==> src/rtl/ifetch_pkg.sv <==
// Shared types and constants for the instruction-fetch controller.
// Latency: n/a (declarations only).
// Backpressure: n/a.
package ifetch_pkg;

   // Fetch controller states; FAULT is terminal until reset.
   typedef enum logic [1:0] {
      BOOT  = 2'd0,
      RUN   = 2'd1,
      HALT  = 2'd2,
      FAULT = 2'd3
   } fetch_state_t;

   // addi x0,x0,0 -- what decode sees whenever the fetch register is empty.
   localparam logic [31:0] NOP_INSTR = 32'h0000_0013;

   // Byte distance between consecutive instruction words.
   localparam int unsigned PC_STEP = 4;

endpackage

==> src/rtl/ifetch_pc_reg.sv <==
// Program-counter register with next-pc mux and address range/alignment check.
// Latency: pc updates one edge after load_redirect/load_step; fault flags are combinational.
// Backpressure: none; the caller decides when to load.
// Ports: clk/reset; load_redirect + redirect_pc (jump), load_step (pc += 4);
//        pc (current fetch address); redirect_bad / pc_bad (address unusable).
module ifetch_pc_reg #(
   parameter int          N        = 32,
   parameter int          IMEM_AW  = 6,
   parameter logic [N-1:0] RESET_PC = '0
) (
   input  logic         clk,
   input  logic         reset,
   input  logic         load_redirect,
   input  logic         load_step,
   input  logic [N-1:0] redirect_pc,
   output logic [N-1:0] pc,
   output logic         redirect_bad,
   output logic         pc_bad
);
   import ifetch_pkg::*;

   // An address is unusable if it is not word aligned or lies past the end
   // of the instruction memory.
   function automatic logic addr_bad(input logic [N-1:0] a);
      return (a[1:0] != 2'b00) || (a[N-1:IMEM_AW+2] != '0);
   endfunction

   assign redirect_bad = addr_bad(redirect_pc);
   assign pc_bad       = addr_bad(pc);

   // Redirect wins over sequential advance; pc + 4 wraps naturally.
   always_ff @(posedge clk) begin
      if (reset)
         pc <= RESET_PC;
      else if (load_redirect)
         pc <= redirect_pc;
      else if (load_step)
         pc <= pc + N'(PC_STEP);
   end

endmodule

==> src/rtl/ifetch_ctrl.sv <==
// Instruction-fetch controller: owns the pc, reads imem, fills the fetch/decode register.
// Latency: one cycle from pc to fd_valid; sustains 1 instruction/cycle while fd_ready=1.
// Backpressure: fd_ready low with fd_valid high stalls fetch and holds every register.
// Ports: imem_addr/imem_instr (combinational imem); fd_valid/fd_ready/fd_instr/fd_pc
//        (decode handshake); redirect_valid/redirect_pc (flush); halt_req/resume/halted;
//        fault/fault_pc (sticky address fault); fetch_count (accepted instructions).
module ifetch_ctrl #(
   parameter int           N         = 32,
   parameter int           IMEM_AW   = 6,
   parameter logic [N-1:0] RESET_PC  = '0,
   parameter logic [N-1:0] NOP_INSTR = ifetch_pkg::NOP_INSTR
) (
   input  logic               clk,
   input  logic               reset,
   output logic [IMEM_AW-1:0] imem_addr,
   input  logic [N-1:0]       imem_instr,
   output logic               fd_valid,
   input  logic               fd_ready,
   output logic [N-1:0]       fd_instr,
   output logic [N-1:0]       fd_pc,
   input  logic               redirect_valid,
   input  logic [N-1:0]       redirect_pc,
   input  logic               halt_req,
   input  logic               resume,
   output logic               halted,
   output logic               fault,
   output logic [N-1:0]       fault_pc,
   output logic [N-1:0]       fetch_count
);
   import ifetch_pkg::*;

   fetch_state_t state, state_nx;
   logic         fd_valid_nx, fault_nx, halted_nx;
   logic [N-1:0] fd_instr_nx, fd_pc_nx, fault_pc_nx;
   logic         ld_redirect, ld_step;
   logic [N-1:0] pc;
   logic         redirect_bad, pc_bad;
   logic         accept, slot_free;

   ifetch_pc_reg #(
      .N        (N),
      .IMEM_AW  (IMEM_AW),
      .RESET_PC (RESET_PC)
   ) u_pc (
      .clk           (clk),
      .reset         (reset),
      .load_redirect (ld_redirect),
      .load_step     (ld_step),
      .redirect_pc   (redirect_pc),
      .pc            (pc),
      .redirect_bad  (redirect_bad),
      .pc_bad        (pc_bad)
   );

   assign imem_addr = pc[IMEM_AW+1:2];
   assign accept    = fd_valid && fd_ready;
   assign slot_free = !fd_valid || fd_ready;

   always_comb begin
      state_nx    = state;
      fd_valid_nx = fd_valid;
      fd_instr_nx = fd_instr;
      fd_pc_nx    = fd_pc;
      fault_nx    = fault;
      fault_pc_nx = fault_pc;
      ld_redirect = 1'b0;
      ld_step     = 1'b0;

      // Default drain: an accepted instruction leaves the register empty
      // unless a capture below refills it in the same cycle.
      if (accept) begin
         fd_valid_nx = 1'b0;
         fd_instr_nx = NOP_INSTR;
      end

      case (state)
         BOOT: state_nx = RUN;

         RUN: begin
            if (redirect_valid) begin
               fd_valid_nx = 1'b0;
               fd_instr_nx = NOP_INSTR;
               if (redirect_bad) begin
                  state_nx    = FAULT;
                  fault_nx    = 1'b1;
                  fault_pc_nx = redirect_pc;
               end else begin
                  ld_redirect = 1'b1;
                  state_nx    = halt_req ? HALT : RUN;
               end
            end else if (halt_req) begin
               state_nx = HALT;
            end else if (slot_free) begin
               // A pc that ran off the end of memory faults on the capture
               // attempt that would have used it, not when it was produced.
               if (pc_bad) begin
                  state_nx    = FAULT;
                  fault_nx    = 1'b1;
                  fault_pc_nx = pc;
                  fd_valid_nx = 1'b0;
                  fd_instr_nx = NOP_INSTR;
               end else begin
                  fd_valid_nx = 1'b1;
                  fd_instr_nx = imem_instr;
                  fd_pc_nx    = pc;
                  ld_step     = 1'b1;
               end
            end
         end

         HALT: begin
            if (redirect_valid) begin
               fd_valid_nx = 1'b0;
               fd_instr_nx = NOP_INSTR;
               if (redirect_bad) begin
                  state_nx    = FAULT;
                  fault_nx    = 1'b1;
                  fault_pc_nx = redirect_pc;
               end else begin
                  ld_redirect = 1'b1;
                  state_nx    = resume ? RUN : HALT;
               end
            end else if (resume) begin
               state_nx = RUN;
            end
         end

         FAULT: begin
            fd_valid_nx = 1'b0;
            fd_instr_nx = NOP_INSTR;
         end
      endcase

      halted_nx = (state_nx == HALT) || (state_nx == FAULT);
   end

   always_ff @(posedge clk) begin
      if (reset) begin
         state       <= BOOT;
         fd_valid    <= 1'b0;
         fd_instr    <= NOP_INSTR;
         fd_pc       <= '0;
         fault       <= 1'b0;
         fault_pc    <= '0;
         fetch_count <= '0;
         halted      <= 1'b0;
      end else begin
         state       <= state_nx;
         fd_valid    <= fd_valid_nx;
         fd_instr    <= fd_instr_nx;
         fd_pc       <= fd_pc_nx;
         fault       <= fault_nx;
         fault_pc    <= fault_pc_nx;
         fetch_count <= fetch_count + {{(N-1){1'b0}}, accept};
         halted      <= halted_nx;
      end
   end

endmodule

==> config.mk <==
export PLATFORM = sky130hd
export DESIGN_NAME = ifetch_ctrl
export DESIGN_NICKNAME = d
export VERILOG_FILES = /design/src/rtl/ifetch_pkg.sv /design/src/rtl/ifetch_pc_reg.sv /design/src/rtl/ifetch_ctrl.sv
export SDC_FILE = /design/constraint.sdc
export NUM_CORES = 1
export LEC_CHECK = 0
export ABC_AREA = 1
export ABC_CLOCK_PERIOD_IN_PS = 3700
export CAP_MARGIN = 20
export CORE_MARGIN = 4
export CORE_UTILIZATION = 52
export DETAILED_ROUTE_END_ITERATION = 8
export PLACE_DENSITY = 0.84
export SETUP_SLACK_MARGIN = 0.5
export SYNTH_ARGS = -nofsm -noshare
export SYNTH_HDL_FRONTEND = slang
export SYNTH_SLANG_ARGS = --single-unit
==> constraint.sdc <==
create_clock -name clk -period 3.7 [get_ports clk]
set_clock_uncertainty 0.15 [all_clocks]
set_input_delay 0.37 -clock clk [delete_from_list [all_inputs] [get_ports clk]]
set_output_delay 0.37 -clock clk [all_outputs]
set_load 0.05 [all_outputs]
==> results of run 1 <==
power breakdown:
group / leakage, uW / internal [uW] / total (uW) / switching [uW]
sequential: 0.00134 / 1880 / 1950 / 65.9
combinational: 0.00281 / 458 / 1400 / 940
clock: 0.000277 / 1020 / 1770 / 746
layer usage:
layer | wire [um] | share of wire (%) | track usage, % | vias up
met2 | 10670 | 48 | 42.10 | 305
met1 | 9579 | 43 | 32.04 | 3584
met5 | 0 | 0 | 0 | -
met3 | 1693 | 7.6 | 6.145 | 39
met4 | 468 | 2.1 | 8.343 | 0
li1 | - | - | - | 3979
flip-flops by register name, indices dropped and copies added (netlist names):
name	count
fault_pc	32
fd_valid	1
halted	1
fd_instr	32
u_pc.pc	32
fault	1
fetch_count	32
state	2
fd_pc	32
cells in the final DEF, fill, tap and decap left out, types with 17 or more instances in the layout:
cell | synthesis | layout
nand4_1 | 18 | 18
o21ai_0 | 49 | 49
inv_2 | 24 | 25
a21oi_1 | 92 | 92
inv_1 | 174 | 173
nor3_1 | 32 | 32
nor2_2 | 27 | 27
nand2_1 | 197 | 197
nor2_1 | 131 | 131
nand3_1 | 103 | 103
clkdlybuf4s50_1 | 0 | 205
dfxtp_1 | 165 | 165
clkbuf_16 | 0 | 17
a22oi_1 | 18 | 18
cell families after synthesis:
kind of cell               Yosys count  share of synthesized area (%)
AOI/OAI and AO/OA                  167                          11.29
adders and majority gates            7                          1.093
buffers and inverters              257                          13.26
xor gates and xnor gates             7                         0.7652
and+or+nand+nor                    555                          32.37
DFF                                165                          41.22
through the flow:
stage | setup WS, ns | instance area (um2) | instances | total power [uW]
after floorplan | 1.022 | 8013 | 1158 | 2969
after global placement | 0.7569 | 10040 | 1501 | 3341
after detailed placement | 0.6569 | 10040 | 1501 | 3356
after CTS | 1.011 | 10630 | 1533 | 5119
after global routing | 0.7563 | 10650 | 1534 | 5342
final | 1.001 | 10650 | 1534 | 5113
worst reg2reg max path, cell delays in order, from the launching register on:
cell,delay (ns)
dfxtp_1,0.36
nand2_1,0.20
inv_1,0.22
ha_1,0.25
ha_1,0.28
nand2_2,0.08
inv_2,0.06
nand2_2,0.05
nor2_2,0.17
nand3_2,0.14
nor2_4,0.15
and3_4,0.21
nand2_2,0.05
nand2_1,0.06
inv_1,0.03
nor2_1,0.10
final timing paths:
path | endpoint | startpoint
min | u_pc.pc[13] | u_pc.pc[13]
min reg2reg | u_pc.pc[13] | u_pc.pc[13]
max reg2reg | fetch_count[20] | fd_valid
max | fetch_count[20] | fd_ready
final cells by class:
| cell class | count | area, um2 | share of cell area (%) |
|---|---|---|---|
| Sequential cell | 165 | 3303 | 31.02 |
| Clock buffer | 19 | 442.9 | 4.160 |
| Timing Repair Buffer | 214 | 2125 | 19.95 |
| Multi-Input combinational cell | 736 | 3647 | 34.25 |
| Tap cell | 188 | 235.2 | 2.209 |
| Inverter | 199 | 747.0 | 7.015 |
| Clock inverter | 13 | 147.6 | 1.387 |
==> reports/results.ini, run 1 <==
[synth]
synth_seq_area_share_pct=41.22
ys_ff_latch=165
synth_top_area_cell=dfxtp_1
ys.flop_type=dfxtp_1
synthArstFlopShare_pct=0
ys_top_cells_by_count=nand2_1, inv_1, dfxtp_1
syn_area_per_cell_um2=6.919
syn_area_um2=8013
synth_top_area_share_pct=41.22
yosys-top-cells-area=dfxtp_1, nand2_1, inv_1
synth_warnings=0
synthesis.nets=1235
synth_cell_type_count=38
synthCells=1158
synth.most_common_cell=nand2_1
synth-edff-count=0

[place]
gp_congestion=0.9313
io_buffers=206
dp_hpwl_um=15680

[sta]
finalCritPeriodShare_pct=72.95
report.final.setup_viol=0
whs_ns=0.2954
finalCriticalPeriod_ns=2.699
hold_viol_final=0
fin_setup_tns_ns=0
worst_slew_pin_slew_ns=0.9086
relSlewSlack_pct=39.43
finalMaxSlewViolations=0
rsz0062_at_grt=no
max_freq_mhz=370.5

[final_layout]
final_nets=1410
fin_util_pct=70.30
drive_gt1_share_pct=9.955
syn2layout_area_growth_pct=32.89
diodes=0
fillers=1243

[setup_path]
crit_buf_inv=4
cp_max_fo=8
reg2regPathDepth=15
max_stage_delay_ns=0.49
worstSetupPathType=input pin to flip-flop
cp_data_arrival_time_ns=2.91
cp_top_family=simple AND/OR/NAND/NOR gates
cp_common_cell=nand2_2
worstSetupPathDepth=16
crit_path_top_delay_cell=clkdlybuf4s50_1
endpoint_kind=flip-flop
cp.required_ns=3.91
setup.worst_path.start_class=input pin
crit_chain=clkdlybuf4s50_1 -> nand2_1 -> inv_1 -> ha_1 -> ha_1 -> nand2_2 -> inv_2 -> nand2_2 -> nor2_2 -> nand3_2 -> nor2_4 -> and3_4 -> nand2_2 -> nand2_1 -> inv_1 -> nor2_1
ff2ff_setup_slack_ns=1.07

[floorplanning]
die_x_um=132.1
die_h_um=132.1
num_rows=45
die_area_um2=17460
coreArea_um2=15150
start_util_pct=52.90
ios=207

[clocking]
cts_buffers=17
root_buffer=clkbuf_16
tritoncts=built
htreeDepth=4
clk_pin_slew_ns=0.07
post_cts_resized=0
post_cts_hold_buffer_count=0
post-cts-setup-buffer-count=0
cts.path.max_buffers=2
cts.sink_count=165
clk_latency_ns=0.42

[routing]
wl_per_cell_um=14.61
drc=0
vias_per_cell=5.154
drtIter0Drc=581
postRouteAntennaNets=0
drtPass1Iterations=7
drt_wl_total_um=22410
via_count=7907

[global_route]
antenna_found_initial=0
track_usage_pct=25.20
grt_pass1_wl_um=36450
grt_max_degree=80
grt_overflow=0
first_global_vias=7390

[job]
max_cap_viol_count=0

[min_path]
hold_path.class=flip-flop to flip-flop
worstHoldPathCells=2

[power_and_ir_drop]
p_leak_uw=0.004426
power_density_nw_per_um2=480.2
ir_drop_mv=0.3203

[status]
status=complete, no violations

Power figures use the tool's default switching activity.
==> run 2: changes to the inputs <==
--- a/config.mk
+++ b/config.mk
@@ -6,12 +6,12 @@
 export NUM_CORES = 1
 export LEC_CHECK = 0
 export ABC_AREA = 1
-export ABC_CLOCK_PERIOD_IN_PS = 3700
+export ABC_CLOCK_PERIOD_IN_PS = 2600
 export CAP_MARGIN = 20
 export CORE_MARGIN = 4
-export CORE_UTILIZATION = 52
+export CORE_UTILIZATION = 49
 export DETAILED_ROUTE_END_ITERATION = 8
-export PLACE_DENSITY = 0.84
+export PLACE_DENSITY = 0.8
 export SETUP_SLACK_MARGIN = 0.5
 export SYNTH_ARGS = -nofsm -noshare
 export SYNTH_HDL_FRONTEND = slang
==> constraint.sdc (replaced) <==
create_clock -name clk -period 2.6 [get_ports clk]
set_clock_uncertainty 0.15 [all_clocks]
set_input_delay 0.26 -clock clk [delete_from_list [all_inputs] [get_ports clk]]
set_output_delay 0.26 -clock clk [all_outputs]
set_load 0.05 [all_outputs]
==> run 2 against run 1 <==
Net effect:
- hold slack worse by 0.18 ns
- setup slack worse by 0.46 ns
- combinational power up 49%
- final area up 3.5%
- sequential cell count unchanged
- count of clock-buffer cells in the layout up 1
- critical path depth down 15
- sequential share of layout area down 0.98 points
- routed wire length up 1.3%
- via count up 0.81%
- sequential power up 42%
- global-route usage down 0.89 points
- critical path type is now flip-flop to output port
==> reports/results.ini, run 2 (synthesis results as in run 1) <==
[sta]
finalMaxSlewViolations=0
finalCriticalPeriod_ns=2.061
setup_slack_ns=0.5390
fin_setup_tns_ns=0
max_freq_mhz=485.2
worst_slew_pin_slew_ns=0.9092
finalCritPeriodShare_pct=79.27
report.final.setup_viol=0
relSlewSlack_pct=39.39
hold_viol_final=0
rsz0062_at_grt=yes

[final_layout]
syn2layout_area_growth_pct=37.49
layout.cells.most_common=nand2_1
diodes=0
fin_util_pct=69.10
final_cell_mix=nand2_1, clkdlybuf4s50_1, inv_1
drive_gt1_share_pct=12.43
fillers=1413
final_nets=1433
layoutNonFillerInstCount=1584

[floorplanning]
die_area_um2=18460
die_x_um=135.9
num_rows=46
die_h_um=135.9
start_util_pct=50.26
ios=207
coreArea_um2=15940

[routing]
wl_per_cell_um=14.33
drt_wl_total_um=22700
drtPass1Iterations=5
drtIter0Drc=617
postRouteAntennaNets=0
vias_per_cell=5.032
drc=0
via_count=7971

[power_and_ir_drop]
ir_drop_mv=0.4587
p_leak_uw=0.004862
power_density_nw_per_um2=664.3

[place]
dp_hpwl_um=16090
io_buffers=206
gp_congestion=0.9254
placed_cells=1547
place_ws_ns=0.06882

[setup_path]
cp_top_family=buffers and inverters
crit_path_top_delay_cell=clkdlybuf4s50_1
crit_buf_inv=1
crit_chain=clkdlybuf4s50_1
worstSetupPathType=flip-flop to output port
cp_max_fo=4
cp_data_arrival_time_ns=1.65
max_stage_delay_ns=0.84
cp.required_ns=2.19
endpoint_kind=output port
setup.worst_path.start_class=flip-flop

[clocking]
clk_pin_slew_ns=0.06
cts.path.max_buffers=2
clk_latency_ns=0.42
cts_buffers=17
tritoncts=built
root_buffer=clkbuf_16
htreeDepth=4
cts.sink_count=165

[global_route]
grt_max_degree=80
antenna_found_initial=0
grt_overflow=0
first_global_vias=7507
grt_pass1_wl_um=36380
track_usage_pct=24.32

[min_path]
hold_path.class=input pin to flip-flop

[job]
max_cap_viol_count=0

[status]
status=complete, no violations

run 2: cell count changes in the layout (fill, tap and decap cells not counted), moves of 3 or more:
cell / previous run / this run
nor2_4: 8 / 11
ha_4: 0 / 3
buf_12: 0 / 4
dlygate4sd2_1: 0 / 22
nand2_1: 197 / 194
dfxtp_1: 165 / 162
buf_6: 0 / 3
dlymetal6s2s_1: 0 / 10
clkdlybuf4s50_1: 205 / 173
clkinvlp_4: 4 / 1
buf_4: 7 / 24
ha_1: 7 / 3
run 2: per-stage QoR:
stage	cell area [um2]	hold slack (ns)	total power [uW]
after global routing	11020	0.1788	7659
after detailed placement	10280	0.2874	4842
final	11020	0.1196	7319
after global placement	10280	0.2808	4825
after CTS	10850	0.2515	7323
after floorplan	8059	0.2700	4227
run 2: repair_timing:
| action | in CTS | in global routing |
|---|---|---|
| pin swaps | 0 | 9 |
| setup endpoints to repair | 82 | 79 |
| gates resized for setup | 26 | 31 |
| hold endpoints to repair | 0 | 0 |
| setup buffers | 0 | 6 |
| hold buffers | 0 | 0 |
run 2: final cells by class:
class	count	area, um2	area share, %
clock buffer	20	446.7	4.055
clock inverter	11	126.4	1.147
inverter	199	754.5	6.848
multi-input combinational	736	3761	34.14
sequential	165	3309	30.04
tap	216	270.3	2.453
timing repair buffer	237	2349	21.32
run 2: final timing paths:
kind | start | end | slack (ns) | cells after the start
worst max register to register | fd_valid | fetch_count[20] | 0.54 | 14
worst min-delay path | fd_ready | fd_valid | 0.12 | 4
worst max-delay path | fetch_count[16] | fetch_count[16] | 0.54 | 1
worst min register to register | u_pc.pc[14] | u_pc.pc[14] | 0.30 | 2
run 2: report_power, final:
part	internal, uW	total (uW)	switching [uW]
Sequential	2680	2770	88.3
Clock	1440	2470	1030
Combinational	722	2080	1360
Total	4840	7320	2480
run 2: routing by layer:
layer | up-vias | GRT usage, % | wire length [um]
met5 | - | 0 | 0
met3 | 31 | 6.514 | 1684
li1 | 4027 | - | -
met4 | 0 | 6.775 | 430
met2 | 277 | 39.57 | 10750
met1 | 3636 | 32.00 | 9835
